<file path="config.mk">
export PLATFORM = sky130hd
export DESIGN_NAME = sram_rr_arbiter_flat
export DESIGN_NICKNAME = d
export VERILOG_FILES = /design/src/rtl/sram_rr_arbiter_pkg.sv /design/src/rtl/sram_rr_arbiter_if.sv /design/src/rtl/sram_rr_arbiter_rr_arb2.sv /design/src/rtl/sram_rr_arbiter.sv /design/src/flat_wrapper.sv
export SDC_FILE = /design/constraint.sdc
export NUM_CORES = 1
export LEC_CHECK = 0
export BUFFER_PORTS_ARGS = -buffer_cell sky130_fd_sc_hd__buf_4
export CORE_AREA = 4 4 325 327
export CTS_BUF_LIST = sky130_fd_sc_hd__clkbuf_8
export CTS_CLUSTER_DIAMETER = 120
export DETAILED_ROUTE_END_ITERATION = 12
export DIE_AREA = 0 0 329 331
export PLACE_DENSITY = 0.44
export SETUP_SLACK_MARGIN = 0.15
export SKIP_LAST_GASP = 1
export SYNTH_ARGS = -nofsm -noshare
export SYNTH_HDL_FRONTEND = slang
export SYNTH_HIERARCHICAL = 1
export SYNTH_SLANG_ARGS = --single-unit
</file>
<file path="constraint.sdc">
create_clock -name CLK -period 1.7 [get_ports CLK]
set_input_delay 0.085 -clock CLK [delete_from_list [all_inputs] [get_ports CLK]]
set_output_delay 0.085 -clock CLK [all_outputs]
set_load 0.05 [all_outputs]
</file>
<file path="src/rtl/sram_rr_arbiter_pkg.sv">
// Shared constants, FSM state, in-flight tag and strobe expansion for the
// two-port round-robin SRAM sequencer.
package sram_arb_pkg;

  localparam int DEPTH  = 64;
  localparam int ADDR_W = 6;
  localparam int DATA_W = 128;
  localparam int STRB_W = 16;

  typedef enum logic {
    INIT = 1'b0,
    RUN  = 1'b1
  } state_t;

  typedef struct packed {
    logic valid;
    logic id;
    logic write;
  } tag_t;

  // Byte strobe i covers data bits 8i+7:8i; a set strobe yields ones in the mask.
  function automatic logic [DATA_W-1:0] strb_to_mask(input logic [STRB_W-1:0] strb);
    logic [DATA_W-1:0] mask;
    for (int i = 0; i < STRB_W; i++) begin
      mask[i*8 +: 8] = {8{strb[i]}};
    end
    return mask;
  endfunction

endpackage

</file>
<file path="src/rtl/sram_rr_arbiter_if.sv">
// One requester's request/response channel; the arbiter takes two of these
// as slave modports.
interface sram_arb_if #(
  parameter int ADDR_W = sram_arb_pkg::ADDR_W,
  parameter int DATA_W = sram_arb_pkg::DATA_W,
  parameter int STRB_W = sram_arb_pkg::STRB_W
);

  logic              req_valid;
  logic              req_ready;
  logic              req_write;
  logic [ADDR_W-1:0] req_addr;
  logic [DATA_W-1:0] req_wdata;
  logic [STRB_W-1:0] req_wstrb;
  logic              rsp_valid;
  logic              rsp_write;

  modport master (
    output req_valid, req_write, req_addr, req_wdata, req_wstrb,
    input  req_ready, rsp_valid, rsp_write
  );

  modport slave (
    input  req_valid, req_write, req_addr, req_wdata, req_wstrb,
    output req_ready, rsp_valid, rsp_write
  );

endinterface

</file>
<file path="src/rtl/sram_rr_arbiter_rr_arb2.sv">
// Two-input round-robin grant; the pointer names the port that wins a tie
// and moves to the other port after every grant.
module rr_arb2 (
  input  logic       clk,
  input  logic       rst,
  input  logic       en,
  input  logic [1:0] valid,
  output logic [1:0] grant
);

  logic ptr;

  always_comb begin
    grant = 2'b00;
    if (en) begin
      if (&valid) begin
        grant = ptr ? 2'b10 : 2'b01;
      end else begin
        grant = valid;
      end
    end
  end

  always_ff @(posedge clk) begin
    if (rst) begin
      ptr <= 1'b0;
    end else if (grant[0]) begin
      ptr <= 1'b1;
    end else if (grant[1]) begin
      ptr <= 1'b0;
    end
  end

endmodule

</file>
<file path="src/rtl/sram_rr_arbiter.sv">
// Round-robin arbiter and sequencer for a single-port byte-writable SRAM
// macro with a one-cycle registered read; zero-fills the array after reset.
module sram_rr_arbiter
  import sram_arb_pkg::*;
#(
  parameter int DEPTH     = sram_arb_pkg::DEPTH,
  parameter int ADDR_W    = sram_arb_pkg::ADDR_W,
  parameter int DATA_W    = sram_arb_pkg::DATA_W,
  parameter int STRB_W    = sram_arb_pkg::STRB_W,
  parameter bit INIT_ZERO = 1'b1
) (
  input  logic              CLK,
  input  logic              RST,
  sram_arb_if.slave         p0,
  sram_arb_if.slave         p1,
  output logic [DATA_W-1:0] rsp_rdata,
  output logic              busy,
  output logic              sram_cen,
  output logic              sram_wen,
  output logic [DATA_W-1:0] sram_bwen,
  output logic [ADDR_W-1:0] sram_a,
  output logic [DATA_W-1:0] sram_d,
  input  logic [DATA_W-1:0] sram_q
);

  state_t            state;
  logic [ADDR_W-1:0] init_cnt;
  tag_t              tag0;
  tag_t              tag1;
  logic              run;
  logic [1:0]        valid;
  logic [1:0]        grant;
  logic              any_grant;
  logic              gnt_id;
  logic              sel_write;
  logic [ADDR_W-1:0] sel_addr;
  logic [DATA_W-1:0] sel_wdata;
  logic [STRB_W-1:0] sel_wstrb;

  assign run   = (state == RUN);
  assign busy  = (state == INIT);
  assign valid = {p1.req_valid, p0.req_valid};

  rr_arb2 u_arb (
    .clk   (CLK),
    .rst   (RST),
    .en    (run),
    .valid (valid),
    .grant (grant)
  );

  assign p0.req_ready = grant[0];
  assign p1.req_ready = grant[1];
  assign any_grant    = |grant;
  assign gnt_id       = grant[1];
  assign sel_write    = gnt_id ? p1.req_write : p0.req_write;
  assign sel_addr     = gnt_id ? p1.req_addr  : p0.req_addr;
  assign sel_wdata    = gnt_id ? p1.req_wdata : p0.req_wdata;
  assign sel_wstrb    = gnt_id ? p1.req_wstrb : p0.req_wstrb;

  always_ff @(posedge CLK) begin
    if (RST) begin
      state    <= INIT_ZERO ? INIT : RUN;
      init_cnt <= '0;
    end else if (state == INIT) begin
      init_cnt <= init_cnt + 1'b1;
      if (init_cnt == ADDR_W'(DEPTH - 1)) begin
        state <= RUN;
      end
    end
  end

  // Macro pins are registered; on reads and idle cycles the data bus holds.
  always_ff @(posedge CLK) begin
    if (RST) begin
      sram_cen  <= 1'b1;
      sram_wen  <= 1'b1;
      sram_bwen <= '1;
      sram_a    <= '0;
      sram_d    <= '0;
    end else if (state == INIT) begin
      sram_cen  <= 1'b0;
      sram_wen  <= 1'b0;
      sram_bwen <= '0;
      sram_a    <= init_cnt;
      sram_d    <= '0;
    end else if (any_grant) begin
      sram_cen <= 1'b0;
      sram_wen <= ~sel_write;
      sram_a   <= sel_addr;
      if (sel_write) begin
        sram_d    <= sel_wdata;
        sram_bwen <= ~strb_to_mask(sel_wstrb);
      end else begin
        sram_bwen <= '1;
      end
    end else begin
      sram_cen  <= 1'b1;
      sram_wen  <= 1'b1;
      sram_bwen <= '1;
    end
  end

  always_ff @(posedge CLK) begin
    if (RST) begin
      tag0 <= '0;
      tag1 <= '0;
    end else begin
      tag0 <= '{valid: any_grant, id: gnt_id, write: sel_write};
      tag1 <= tag0;
    end
  end

  // Q is only defined in the cycle after a macro read, which is when tag1 holds it.
  always_ff @(posedge CLK) begin
    if (RST) begin
      p0.rsp_valid <= 1'b0;
      p1.rsp_valid <= 1'b0;
      p0.rsp_write <= 1'b0;
      p1.rsp_write <= 1'b0;
      rsp_rdata    <= '0;
    end else begin
      p0.rsp_valid <= tag1.valid & ~tag1.id;
      p1.rsp_valid <= tag1.valid &  tag1.id;
      p0.rsp_write <= tag1.write;
      p1.rsp_write <= tag1.write;
      if (tag1.valid && !tag1.write) begin
        rsp_rdata <= sram_q;
      end
    end
  end

endmodule

</file>
<file path="src/flat_wrapper.sv">
// flat-port wrapper written by rule: the top's interface ports become plain ports
module sram_rr_arbiter_flat import sram_arb_pkg::*;
#(
  parameter int DEPTH     = sram_arb_pkg::DEPTH,
  parameter int ADDR_W    = sram_arb_pkg::ADDR_W,
  parameter int DATA_W    = sram_arb_pkg::DATA_W,
  parameter int STRB_W    = sram_arb_pkg::STRB_W,
  parameter bit INIT_ZERO = 1'b1
)
  (CLK, RST, rsp_rdata, busy, sram_cen, sram_wen, sram_bwen, sram_a, sram_d, sram_q, p0_req_valid, p0_req_write, p0_req_addr, p0_req_wdata, p0_req_wstrb, p0_req_ready, p0_rsp_valid, p0_rsp_write, p1_req_valid, p1_req_write, p1_req_addr, p1_req_wdata, p1_req_wstrb, p1_req_ready, p1_rsp_valid, p1_rsp_write);
  sram_arb_if #(.ADDR_W(ADDR_W), .DATA_W(DATA_W), .STRB_W(STRB_W)) p0_i ();
  sram_arb_if #(.ADDR_W(ADDR_W), .DATA_W(DATA_W), .STRB_W(STRB_W)) p1_i ();
  input  logic CLK;
  input  logic RST;
  output logic [DATA_W-1:0] rsp_rdata;
  output logic busy;
  output logic sram_cen;
  output logic sram_wen;
  output logic [DATA_W-1:0] sram_bwen;
  output logic [ADDR_W-1:0] sram_a;
  output logic [DATA_W-1:0] sram_d;
  input  logic [DATA_W-1:0] sram_q;
  input wire logic [$bits(p0_i.req_valid)-1:0] p0_req_valid;
  input wire logic [$bits(p0_i.req_write)-1:0] p0_req_write;
  input wire logic [$bits(p0_i.req_addr)-1:0] p0_req_addr;
  input wire logic [$bits(p0_i.req_wdata)-1:0] p0_req_wdata;
  input wire logic [$bits(p0_i.req_wstrb)-1:0] p0_req_wstrb;
  output wire logic [$bits(p0_i.req_ready)-1:0] p0_req_ready;
  output wire logic [$bits(p0_i.rsp_valid)-1:0] p0_rsp_valid;
  output wire logic [$bits(p0_i.rsp_write)-1:0] p0_rsp_write;
  input wire logic [$bits(p1_i.req_valid)-1:0] p1_req_valid;
  input wire logic [$bits(p1_i.req_write)-1:0] p1_req_write;
  input wire logic [$bits(p1_i.req_addr)-1:0] p1_req_addr;
  input wire logic [$bits(p1_i.req_wdata)-1:0] p1_req_wdata;
  input wire logic [$bits(p1_i.req_wstrb)-1:0] p1_req_wstrb;
  output wire logic [$bits(p1_i.req_ready)-1:0] p1_req_ready;
  output wire logic [$bits(p1_i.rsp_valid)-1:0] p1_rsp_valid;
  output wire logic [$bits(p1_i.rsp_write)-1:0] p1_rsp_write;
  assign p0_i.req_valid = p0_req_valid;
  assign p0_i.req_write = p0_req_write;
  assign p0_i.req_addr = p0_req_addr;
  assign p0_i.req_wdata = p0_req_wdata;
  assign p0_i.req_wstrb = p0_req_wstrb;
  assign p0_req_ready = p0_i.req_ready;
  assign p0_rsp_valid = p0_i.rsp_valid;
  assign p0_rsp_write = p0_i.rsp_write;
  assign p1_i.req_valid = p1_req_valid;
  assign p1_i.req_write = p1_req_write;
  assign p1_i.req_addr = p1_req_addr;
  assign p1_i.req_wdata = p1_req_wdata;
  assign p1_i.req_wstrb = p1_req_wstrb;
  assign p1_req_ready = p1_i.req_ready;
  assign p1_rsp_valid = p1_i.rsp_valid;
  assign p1_rsp_write = p1_i.rsp_write;
  sram_rr_arbiter #(.DEPTH(DEPTH), .ADDR_W(ADDR_W), .DATA_W(DATA_W), .STRB_W(STRB_W), .INIT_ZERO(INIT_ZERO)) u_core (.CLK(CLK), .RST(RST), .p0(p0_i), .p1(p1_i), .rsp_rdata(rsp_rdata), .busy(busy), .sram_cen(sram_cen), .sram_wen(sram_wen), .sram_bwen(sram_bwen), .sram_a(sram_a), .sram_d(sram_d), .sram_q(sram_q));
endmodule
</file>
After elaboration in Yosys (flattened, before gate mapping)
Cells that the tools add are included.
- bits of input ports: 434
- logic and storage cells: 54
- register bits after elaboration: 409
- muxes and demuxes: 20
- add/sub/neg operators: 1
- equal/unequal tests: 2
- reduce and logical (&&, ||, !) cells: 7
- bitwise operators: 6
- operator list (kind ; number):
    $mux 128 ; 4
    $not 128->128 ; 1
    $mux 6 ; 3
    $mux 16 ; 1
    $mux 1 ; 9
    $add 6x1->6 const B ; 1
    $eq 6x6->1 const B ; 1
    $mux 2 ; 3
    $reduce_and 2->1 ; 2
    $reduce_or 2->1 ; 2
    $not 1->1 ; 3
    $and 1x1->1 ; 2
    $ne 2x2->1 const B ; 1
    $reduce_bool 2->1 ; 1
    $logic_and 1x1->1 ; 1
    $logic_not 1->1 ; 1

Longest topological paths before layout
Gate-level depths: netlist of the first run.
- depth after elaboration: 8
- mapped depth: 9
- gate-level depth less buffers: 5

Hierarchy
The synthesis of the first run kept the hierarchy.
- modules (own cells, without submodules) (module ; area each (µm²) ; cells each ; instances):
    sram_rr_arbiter ; 13212.7 ; 1412 ; 1
    rr_arb2 ; 55.1 ; 8 ; 1

Worst setup path after synthesis of the first run
OpenSTA, ideal clock, no wires.
- kind: flip-flop to flip-flop
- from: register u_core.state, in the netlist u_core/run
- to: register u_core.sram_d[15]
- path slack: -0.780 ns
- library setup time: 0.081 ns
- clock period less this slack: 2.480 ns
- stages on the path, launching flop included: 10
- arrival: 2.398 ns
- path through: dfxtp_1 -> nand2_1 -> a21oi_1 -> buf_6 -> and2_1 -> buf_2 -> buf_2 -> buf_1 -> nor3_1 -> a211oi_2
- longest elaborated chain between the ends: 3
- ends and longest elaborated chain (element ; RTL line ; text):
    start: declaration ; sram_rr_arbiter.sv:26 ; state_t state;
    start signal: assignment ; sram_rr_arbiter.sv:63 ; state <= INIT_ZERO ? INIT : RUN;
    $mux 2 * ; sram_rr_arbiter_rr_arb2.sv:15 ; if (en) begin
    via p1_req_ready ; flat_wrapper.sv:36 ; output wire logic [$bits(p1_i.req_ready)-1:0] p1_req_ready;
    $mux 1 / $reduce_or 2->1 (equally long branches) ; sram_rr_arbiter.sv:56, sram_rr_arbiter.sv:54 ;
    $reduce_and 2->1 (no line) ; n/a ;
    end signal: assignment ; sram_rr_arbiter.sv:92 ; sram_d <= sel_wdata;
    end: declaration ; sram_rr_arbiter.sv:22 ; output logic [DATA_W-1:0] sram_d,
The timed path passes the listed nets; every way through them passes the cells marked *.
A chain may end at the register's enable or synchronous reset.

Worst setup path in the final report of the first run
- from: register u_core.u_arb.ptr
- to: register u_core.sram_d[31]
- longest elaborated chain between the ends: 5
- ends and longest elaborated chain (element ; RTL line ; text):
    start: declaration ; sram_rr_arbiter_rr_arb2.sv:11 ; logic ptr;
    start signal: assignment ; sram_rr_arbiter_rr_arb2.sv:26 ; ptr <= 1'b0;
    start signal: assignment ; sram_rr_arbiter_rr_arb2.sv:28 ; ptr <= 1'b1;
    start signal: assignment ; sram_rr_arbiter_rr_arb2.sv:30 ; ptr <= 1'b0;
    $mux 2 * ; sram_rr_arbiter_rr_arb2.sv:17 ; grant = ptr ? 2'b10 : 2'b01;
    $mux 2 * ; sram_rr_arbiter_rr_arb2.sv:16 ; if (&valid) begin
    $mux 2 * ; sram_rr_arbiter_rr_arb2.sv:15 ;
    $mux 1 / $reduce_or 2->1 (equally long branches) ; sram_rr_arbiter.sv:56, sram_rr_arbiter.sv:54 ;
    $reduce_and 2->1 (no line) ; n/a ;
Mark *: on every way between the ends. The rest lies on a longest branch, timed or not.

==> results of run 1 <==
==> power groups by stage <==
| stage | logic [mW] | registers, mW | clock network, mW |
|---|---|---|---|
| 2_1_floorplan | 0.938 | 7.29 | 0 |
| 3_3_place_gp | 2.04 | 7.22 | 0 |
| 3_5_place_dp | 2.03 | 7.22 | 0 |
| 4_1_cts | 2.90 | 7.06 | 8.44 |
| 5_1_grt | 3.04 | 7.07 | 8.69 |
| 6_report | 2.90 | 7.06 | 7.99 |
==> placed cells by master, fill, tap and decap left out, types with 3 or more instances in the layout <==
cell / synthesis / layout
a21oi_1: 133 / 131
dfxtp_1: 297 / 276
clkbuf_8: 0 / 80
a211oi_2: 120 / 129
nand3b_1: 4 / 4
dfxtp_4: 0 / 8
diode_2: 0 / 4
nor3_1: 129 / 128
buf_12: 0 / 33
nor2_1: 17 / 17
mux2_2: 16 / 16
buf_6: 14 / 12
buf_4: 115 / 898
a21o_1: 4 / 4
dlygate4sd3_1: 0 / 432
xor2_1: 3 / 3
clkinv_2: 0 / 7
nor2b_1: 7 / 5
dfxtp_2: 0 / 13
buf_8: 0 / 6
nand2_1: 268 / 266
a311oi_1: 5 / 3
mux2i_1: 129 / 128
o21ai_0: 17 / 16
inv_1: 5 / 20
==> flip-flops by register name, summed over array words and instances (netlist names) <==
signal,count
u_core/init_cnt,6
u_core/sram_d,128
u_core/rsp_rdata,128
u_core/run,1
u_core/p1.rsp_valid,1
u_core/p0.rsp_valid,1
u_core/u_arb/ptr,1
u_core/sram_cen,1
u_core/sram_wen,1
u_core/tag0,3
u_core/sram_bwen,16
u_core/tag1,3
u_core/sram_a,6
u_core/p1.rsp_write,1
==> metrics by stage <==
step	TNS (ps)	total power, mW	hold WS, ps
global route	-25040	18.8	73.5
detailed placement	-6020	9.25	341
global placement	-851	9.25	334
finish	-12140	17.9	78.0
CTS	-17170	18.4	6.03
floorplan	-24100	8.23	153
==> per-layer routing <==
layer / vias up / wire length [µm] / GRT usage (%)
met1: 6924 / 27800 / 13.7
met5: - / 35 / 0
li1: 7245 / - / -
met3: 110 / 5250 / 3.52
met2: 553 / 32800 / 19.7
met4: 6 / 1970 / 3.62
==> worst reg2reg max path: stages, from the launching register on <==
cell,delay [ps]
dfxtp_4,360
inv_2,40
a21oi_4,180
buf_4,140
and3b_4,210
or2_4,340
buf_12,270
a211oi_2,200
==> final timing paths <==
kind	startpoint	slack [ps]	end	cells after the start
worst max-delay path	u_core/u_arb/ptr$_SDFFE_PP0P_	-140	u_core/sram_d[31]$_SDFFE_PP0P_	7
worst min register to register	u_core/tag1[1]$_SDFF_PP0_	430	u_core/p0.rsp_valid$_SDFF_PP0_	1
worst max register to register	u_core/u_arb/ptr$_SDFFE_PP0P_	-140	u_core/sram_d[31]$_SDFFE_PP0P_	7
worst min-delay path	p1_req_write	80	u_core/tag0[0]$_SDFF_PP0_	5
==> synth_stat cells, types with 2 or more instances <==
cell type	count
nor2_1	17
nand3b_1	4
nand4b_1	2
a21o_1	4
a311oi_1	5
buf_4	115
dfxtp_1	297
clkbuf_1	57
nor3_1	129
nand2_1	268
mux2i_1	129
inv_1	5
buf_1	13
a211oi_2	120
nor2b_1	7
mux2_2	16
buf_6	14
nand2b_1	2
a211oi_1	9
o21ai_0	17
a21oi_1	133
buf_2	40
xor2_1	3
==> timing repair <==
action                                 in CTS  in global routing
hold buffers                              432                  0
setup endpoints to repair                 286                276
endpoints found under the hold margin     294                  0
gates resized for setup                    42                 50
setup buffers                              11                  5
pin swaps                                   1                  6
gates cloned                                1                  1
==> cell families after synthesis <==
| logic type | Yosys count |
|---|---|
| AOI/OAI and AO/OA | 293 |
| adders and majority gates | 1 |
| muxes | 145 |
| xor gates and xnor gates | 4 |
| DFF | 297 |
| and+or+nand+nor | 436 |
| buffers and inverters | 244 |
==> area by class of cell <==
type                    instances  area, µm²  share of cell area (%)
repair buffers               1384      12000                    44.5
flip-flops and latches        297       5990                    22.1
multi-input cells             879       5960                    22.0
well taps                    1380       1730                    6.38
clock buffers                  80       1100                    4.07
clock inverters                31        201                   0.745
inverters                       5       23.8                  0.0879
diodes                          4       10.0                  0.0370
==> qor.yml, run 1 <==
clk_pin_slew_worst_paths_ps: 60
max_freq_mhz: 545
synthMuxAreaShare_pct: 11.1
final-hold-violation-count: 0
antenna_left: 0
setup_viol: 145
fp-row-count: 118
path_cells: "inv_2 > a21oi_4 > buf_4 > and3b_4 > or2_4 > buf_12 > a211oi_2"
stdcell_count: 4060
peakVddDrop_uv: 434
power.density_nw_per_um2: 663
worst_setup_path_end_kind: "flip-flop"
htree_levels: 2
worst_setup_path_start_kind: "flip-flop"
die-area_um2: 109000
placed_cells: 3495
slew_viol_final: 0
syn_to_final_growth_pct: 104
cts_tree: "done"
dpl.hpwl_um: 49200
io_buffers: 832
synth_cell_type_count: 37
via_per_inst: 3.65
synthCells: 1420
placed_area_um2: 20900
max_cap_violations: 0
syn_avg_cell_area_um2: 9.34
finish.utilization_pct: 26.3
fin_skew_ps: 20.3
stdcell_area_um2: 27100
critPathRequiredTime_ps: 2280
leakage_nw: 10.8
p_seq_share_pct: 39.4
clk_path_buf_depth: 3
grt.overflow.total: 0
p_int_mw: 13.1
synth_top_area_share_pct: 44.8
grt_max_degree: 135
worstSetupPathType: "reg2reg"
grt_pass1_wl_um: 95700
dp_slack_ps: -107
yosys_warnings: 6
worst_pin_slew_ps: 780
swShare_pct: 26.9
clock_latency_ps: 680
cp_top_family: "simple AND/OR/NAND/NOR gates"
relSlewSlack_pct: 48.0
die-height_um: 331
synth_xor_area_share_pct: 0.264
grt_use_total_pct: 11.5
die_w_um: 329
synth_edf_count: 0
slowest_delay_ps: 360
netlist_area_um2: 13300
fin_crit_sh_pct: 108
yosysTopAreaCell: "dfxtp_1"
nNetsFinal: 3062
path_buf_inv: 3
cp_slowest_cell: "dfxtp_4"
drc_errors: 0
rsz0062_at_grt: "yes"
worstPathArrival_ps: 2420
gp_congestion: 0.759
ys.flop_type: "dfxtp_1"
grt_pass1_vias: 15500
num-fill-cells: 11000
p_comb_share_pct: 16.1
vias: 14800
p_switching_mw: 4.83
ioPinCount: 833
syn-num-nets: 1855
synth_fa_ha_area_share_pct: 0.0943
synth_seq_area_share_pct: 44.8
synthSimpleGateAreaFrac_pct: 14.1
ys_ff_latch: 297
drive_above_1_share_pct: 45.9
violations: "negative setup slack"
wl_um: 67900
start_util_pct: 12.9
crit_fanout: 25
clockRootBuffer: "clkbuf_8"
synthArstFlopShare_pct: 0
drt_iter0_drc: 516
wire_per_inst_um: 16.7
synth_top_family_by_area: "compound AO/OA/AOI/OAI gates"
period_needed_ps: 1840
synth_compound_area_share_pct: 18.4
clock-sinks: 297
numCtsBuffers: 60
antenna_found_initial: 7
synthTopCellsByArea: "dfxtp_1 45%, a211oi_2 11%, mux2i_1 9.7%"
outcome: "finished with violations"
p_clk_share_pct: 44.5
hp-class: "in2reg"
dr.pass1.iters: 6
fin_ws_ps: -136
coreArea_um2: 103000
No activity file was read; power rests on OpenSTA's default activity.
==> inputs of run 2 (changes only) <==
--- a/config.mk
+++ b/config.mk
@@ -8,13 +8,12 @@
 export BUFFER_PORTS_ARGS = -buffer_cell sky130_fd_sc_hd__buf_4
 export CORE_AREA = 4 4 325 327
 export CTS_BUF_LIST = sky130_fd_sc_hd__clkbuf_8
-export CTS_CLUSTER_DIAMETER = 120
 export DETAILED_ROUTE_END_ITERATION = 12
 export DIE_AREA = 0 0 329 331
 export PLACE_DENSITY = 0.44
 export SETUP_SLACK_MARGIN = 0.15
-export SKIP_LAST_GASP = 1
 export SYNTH_ARGS = -nofsm -noshare
 export SYNTH_HDL_FRONTEND = slang
 export SYNTH_HIERARCHICAL = 1
 export SYNTH_SLANG_ARGS = --single-unit
+export TNS_END_PERCENT = 20
==> run 2 against run 1 <==
Against the previous run: the flow still finishes with violations (negative setup slack); power decreased by 4.0%; clock skew increased by 15 ps; worst setup slack improved by 44 ps; first-iteration DRC count decreased by 13%; global-route usage increased by 0.51 points; critical path type unchanged; largest cell class unchanged.
==> qor.yml, run 2 (synthesis gave the netlist of run 1 again) <==
period_needed_ps: 1790
gp_congestion: 0.809
dpl.hpwl_um: 50100
outcome: "finished with violations"
relSlewSlack_pct: 67.8
wl_um: 70200
max_freq_mhz: 558
leakage_nw: 11.0
setup_tns_ps: -4510
worstPathArrival_ps: 2350
peakVddDrop_uv: 417
p_comb_share_pct: 17.2
fin_ws_ps: -91.9
drt_iter0_drc: 450
antenna_left: 0
via_per_inst: 3.70
clk_path_buf_depth: 3
wire_per_inst_um: 17.3
grt.overflow.total: 0
dr.pass1.iters: 5
ioPinCount: 833
fp-row-count: 118
die-height_um: 331
cp_top_family: "buffers and inverters"
reg2reg_from: "u_core/u_arb/ptr$_SDFFE_PP0P_"
worst_setup_path_start_kind: "flip-flop"
clock_latency_ps: 680
fin_crit_sh_pct: 105
setup_viol: 107
hold_ws_ps: 188
p_switching_mw: 4.67
p_seq_share_pct: 41.0
syn_to_final_growth_pct: 107
critPathRequiredTime_ps: 2260
clock-sinks: 297
die-area_um2: 109000
drc_errors: 0
grt_pass1_vias: 15700
grt_pass1_wl_um: 99600
swShare_pct: 27.1
num-fill-cells: 11000
layout_common_cells: "882 x buf_4, 432 x dlygate4sd3_1, 287 x dfxtp_1, 267 x nand2_1, 131 x a21oi_1"
path_cells: "inv_2 > a21oi_4 > buf_4 > buf_12 > buf_16 > mux2i_2 > buf_4 > a211oi_2"
drive_above_1_share_pct: 46.9
nNetsFinal: 3077
fin_skew_ps: 35.2
hp-start: "p1_req_write"
p_clk_share_pct: 41.8
finish.utilization_pct: 26.7
die_w_um: 329
worstSetupPathType: "reg2reg"
critPathLaunch: "u_core/u_arb/ptr$_SDFFE_PP0P_"
slew_viol_final: 0
start_util_pct: 12.9
io_buffers: 832
hp-class: "in2reg"
cp_slowest_cell: "dfxtp_4"
worst_pin_slew_ps: 483
power.density_nw_per_um2: 627
mostFrequentLayoutCell: "buf_4"
max_cap_violations: 0
htree_levels: 2
vias: 15000
reg_top3: "u_core/rsp_rdata x128, u_core/sram_d x128, u_core/sram_bwen x16"
violations: "negative setup slack"
clockRootBuffer: "clkbuf_8"
p_int_mw: 12.6
numCtsBuffers: 57
crit_fanout: 15
worst_setup_path_end_kind: "flip-flop"
cts_tree: "done"
grt_use_total_pct: 12.0
rsz0062_at_grt: "yes"
grt_max_degree: 85
slowest_delay_ps: 370
critPathMostFrequentCell: "buf_4"
path_buf_inv: 5
coreArea_um2: 103000
antenna_found_initial: 3
clk_pin_slew_worst_paths_ps: 70
final-hold-violation-count: 0
-- run 2: cell types whose count changed in the layout (fill, tap and decap cells not counted), sizes merged --
cell and change:
buf +13, bufbuf +1, inv -5, dlymetal6s4s +1, diode -3, clkbuf -9, clkinv -2, or2 +1
clkinvlp +1
-- run 2: metrics by stage --
| step | area (µm²) | power [mW] | worst slack, ps | instances |
|---|---|---|---|---|
| final | 27500 | 17.2 | -91.9 | 4058 |
| after global routing | 27500 | 18.1 | -179 | 4057 |
| after CTS | 27100 | 17.6 | -114 | 4051 |
| after detailed placement | 20900 | 9.28 | -173 | 3497 |
| after global placement | 20900 | 9.28 | -206 | 3497 |
| after floorplan | 13300 | 8.22 | -186 | 1420 |
-- run 2: what timing repair did --
| action | CTS | global route |
|---|---|---|
| setup buffers | 21 | 2 |
| setup endpoints to repair | 288 | 279 |
| hold buffers | 432 | 1 |
| hold endpoints to repair | 296 | 1 |
| gates cloned | 7 | 3 |
| gates resized for setup | 122 | 50 |
| pin swaps | 3 | 9 |
-- run 2: cell type report --
class / instances / area, µm² / area share (%)
sequential: 297 / 5980 / 21.8
antenna: 1 / 2.50 / 0.00911
clock buffer: 69 / 950 / 3.46
timing repair buffer: 1401 / 12500 / 45.4
inverter: 5 / 22.5 / 0.0820
multi-input combinational: 880 / 6160 / 22.4
tap: 1380 / 1730 / 6.28
clock inverter: 25 / 170 / 0.619
-- run 2: per-layer routing --
metal | vias up | share of wire, % | track usage (%)
li1 | 7278 | - | -
met1 | 7070 | 40 | 14.0
met2 | 565 | 50 | 21.0
met3 | 105 | 7.4 | 3.63
met4 | 2 | 2.6 | 3.84
met5 | - | 0.019 | 0
-- run 2: power groups by stage --
stage	sequential, mW	clock, mW	combinational, mW
2_1_floorplan	7.29	0	0.934
5_1_grt	7.07	7.95	3.10
6_report	7.06	7.21	2.96
4_1_cts	7.06	7.65	2.93
3_3_place_gp	7.21	0	2.06
3_5_place_dp	7.22	0	2.06
-- run 2: worst register-to-register path, cell delays in order (launching register included) --
cell and delay [ps]:
dfxtp_4 370, inv_2 50, a21oi_4 160, buf_4 150, buf_12 170, buf_16 270, mux2i_2 310, buf_4 160
a211oi_2 50
-- run 2: path summary, 6_finish.rpt --
kind | slack (ps) | cells past startpoint | end
setup / recovery | -90 | 8 | u_core/sram_d[40]$_SDFFE_PP0P_
hold / removal | 190 | 6 | u_core/tag0[0]$_SDFF_PP0_
setup reg to reg | -90 | 8 | u_core/sram_d[40]$_SDFFE_PP0P_
hold reg to reg | 410 | 1 | u_core/p0.rsp_valid$_SDFF_PP0_
==> inputs of run 3 (changes only) <==
--- a/config.mk
+++ b/config.mk
@@ -5,13 +5,15 @@
 export SDC_FILE = /design/constraint.sdc
 export NUM_CORES = 1
 export LEC_CHECK = 0
+export ABC_AREA = 1
 export BUFFER_PORTS_ARGS = -buffer_cell sky130_fd_sc_hd__buf_4
-export CORE_AREA = 4 4 325 327
+export CORE_AREA = 4 4 318 320
 export CTS_BUF_LIST = sky130_fd_sc_hd__clkbuf_8
 export DETAILED_ROUTE_END_ITERATION = 12
-export DIE_AREA = 0 0 329 331
-export PLACE_DENSITY = 0.44
+export DIE_AREA = 0 0 322 324
+export PLACE_DENSITY = 0.46
 export SETUP_SLACK_MARGIN = 0.15
+export SKIP_CTS_REPAIR_TIMING = 1
 export SYNTH_ARGS = -nofsm -noshare
 export SYNTH_HDL_FRONTEND = slang
 export SYNTH_HIERARCHICAL = 1
==> run 3 against run 2 <==
Against the previous run: the run ends with negative hold slack, negative setup slack left; global-route usage is 0.36 points higher; largest power group unchanged; final cell count rose by 16%; power increased by 5.1%; clock power increased by 12%; flip-flop and latch count stayed put; largest cell class unchanged; worst hold slack worse by 220 ps.
==> qor.yml, run 3 <==
synthCells: 2159
syn_avg_cell_area_um2: 6.40
drive_above_1_share_pct: 33.4
worst_pin_slew_ps: 498
path_cells: "nand2_4 > a21oi_4 > buf_6 > nand2_4 > nand2_8 > nand2_8 > buf_4 > buf_4 > nand2_1 > nand2_1 > nor2_1"
synth_compound_area_share_pct: 6.05
synthSimpleGateAreaFrac_pct: 35.6
coreArea_um2: 98100
synth_edf_count: 0
synth_top_family_by_area: "simple AND/OR/NAND/NOR gates"
grt.overflow.total: 0
synth_cell_type_count: 24
stdcell_area_um2: 27900
die-height_um: 324
cp_slowest_cell: "dfxtp_4"
clock-sinks: 297
netlist_top_cells_count: "675 x nand2_1, 562 x nor2_1, 297 x dfxtp_1"
yosysTopAreaCell: "dfxtp_1"
hold_ws_ps: -33.2
met3_length_um: 4500
drc_errors: 0
rsz0062_at_grt: "yes"
layout_common_cells: "897 x buf_4, 636 x nand2_1, 535 x nor2_1, 432 x dlygate4sd3_1, 285 x dfxtp_1"
drt_iter0_drc: 876
dr.pass1.iters: 5
rr_endpoint: "u_core/sram_d[95]$_SDFFE_PP0P_"
relSlewSlack_pct: 66.8
violations: "negative hold slack, negative setup slack"
fin_skew_ps: 49.0
num-fill-cells: 10700
yosys_warnings: 6
path_buf_inv: 3
clockRootBuffer: "clkbuf_8"
fin_crit_sh_pct: 106
hp-start: "p0_req_valid"
worstPathArrival_ps: 2430
synth_fa_ha_area_share_pct: 0.0905
wire_per_inst_um: 16.3
antenna_left: 0
grt_pass1_vias: 14700
worst_setup_path_start_kind: "flip-flop"
synth_xor_area_share_pct: 0
p_total_mw: 18.1
gp_congestion: 0.834
via_per_inst: 3.71
htree_levels: 2
slowest_delay_ps: 370
reg_top3: "u_core/rsp_rdata x128, u_core/sram_d x128, u_core/sram_bwen x16"
clk_pin_slew_worst_paths_ps: 60
syn-num-nets: 2594
leakage_nw: 14.3
fp-row-count: 115
ys.flop_type: "dfxtp_1"
worst_setup_path_end_kind: "flip-flop"
mostFrequentLayoutCell: "buf_4"
dpl.hpwl_um: 55200
critPathLaunch: "u_core/run$_SDFF_PP0_"
clock_latency_ps: 690
reg2reg_from: "u_core/run$_SDFF_PP0_"
critPathRequiredTime_ps: 2330
clk_path_buf_depth: 3
syn_to_final_growth_pct: 102
synth_top_area_share_pct: 43.0
synth_seq_area_share_pct: 43.0
slew_viol_final: 0
dp_slack_ps: -113
power.density_nw_per_um2: 649
wl_met2_um: 37200
period_needed_ps: 1800
finish.utilization_pct: 28.4
min_to: "u_core/u_arb/ptr$_SDFFE_PP0P_"
nNetsFinal: 3808
io_buffers: 832
ff2ff_setup_slack_ps: -100
placed_area_um2: 21300
worstSetupPathType: "reg2reg"
wl_met1_um: 33100
cts_tree: "done"
cp_top_family: "simple AND/OR/NAND/NOR gates"
highest_layer: "met4"
crit_fanout: 8
netlist_area_um2: 13800
start_util_pct: 14.1
synthMuxAreaShare_pct: 0
wl_um: 77100
max_freq_mhz: 556
grt_use_total_pct: 12.4
final-hold-violation-count: 2
fin_ws_ps: -99.9
whs_path_depth: 7
setup_viol: 86
synthArstFlopShare_pct: 0
synthTopCellsByArea: "dfxtp_1 43%, nand2_1 18%, nor2_1 15%"
antenna_found_initial: 8
outcome: "finished with violations"
hp-class: "in2reg"
die-area_um2: 104000
vias: 17500
numCtsBuffers: 59
ys_ff_latch: 297
yosys.cell_count.top_type: "nand2_1"
peakVddDrop_uv: 527
grt_pass1_wl_um: 96300
max_cap_violations: 0
die_w_um: 322
worstRegToRegCells: 11
grt_max_degree: 119
ioPinCount: 833
[run 3: power by group]
part	total (mW)	switching (mW)	leakage, nW	internal (mW)
clock	8.09	3.54	0.762	4.55
combinational	2.95	1.33	11.1	1.61
sequential	7.07	0.0743	2.40	6.99
total	18.1	4.94	14.3	13.2
[run 3: area by class of cell]
cell class	instances	area (µm²)	share of cell area, %
Inverter	171	671	2.40
Clock inverter	39	314	1.13
Timing Repair Buffer	1391	12200	43.7
Clock buffer	71	977	3.50
Tap cell	1287	1610	5.77
Sequential cell	297	5980	21.5
Antenna cell	6	15.0	0.0538
Multi-Input combinational cell	1453	6130	22.0
[run 3: worst register-to-register path, cell delays in order (launching register included)]
cell and delay [ps]:
dfxtp_4 370, nand2_4 60, a21oi_4 210, buf_6 180
nand2_4 80, nand2_8 150, nand2_8 150, buf_4 180
buf_4 150, nand2_1 70, nand2_1 50, nor2_1 110
[run 3: logic make-up (layout without fill, tap and decap cells)]
| group | Yosys count | count (layout) |
|---|---|---|
| and+or+nand+nor | 1286 | 1288 |
| buffers and inverters | 411 | 1672 |
| DFF | 297 | 297 |
| AOI/OAI and AO/OA | 164 | 164 |
| adders and majority gates | 1 | 1 |
| other | 0 | 6 |
[run 3: metal layers]
layer / global-route usage, % / vias up
li1: - / 8799
met3: 3.39 / 131
met1: 15.4 / 7918
met2: 20.9 / 642
met4: 3.71 / 0
met5: 0 / -
[run 3: worst max-delay path by stage]
stage / endpoint / cells past startpoint
floorplan: u_core/sram_d[0]$_SDFFE_PP0P_ / 10
global placement: u_core/sram_a[1]$_SDFFE_PP0N_ / 7
detailed placement: u_core/sram_a[1]$_SDFFE_PP0N_ / 7
CTS: p1_req_ready / 4
global route: u_core/sram_d[39]$_SDFFE_PP0P_ / 11
finish: u_core/sram_d[95]$_SDFFE_PP0P_ / 11
[run 3: through the flow]
step	hold WS (ps)	instances	setup TNS, ps
after floorplan	147	2159	-10360
after global placement	307	4135	-474
after detailed placement	313	4135	-3220
after CTS	-517	4245	-9870
after global routing	-108	4714	-17960
final	-33.2	4715	-3280
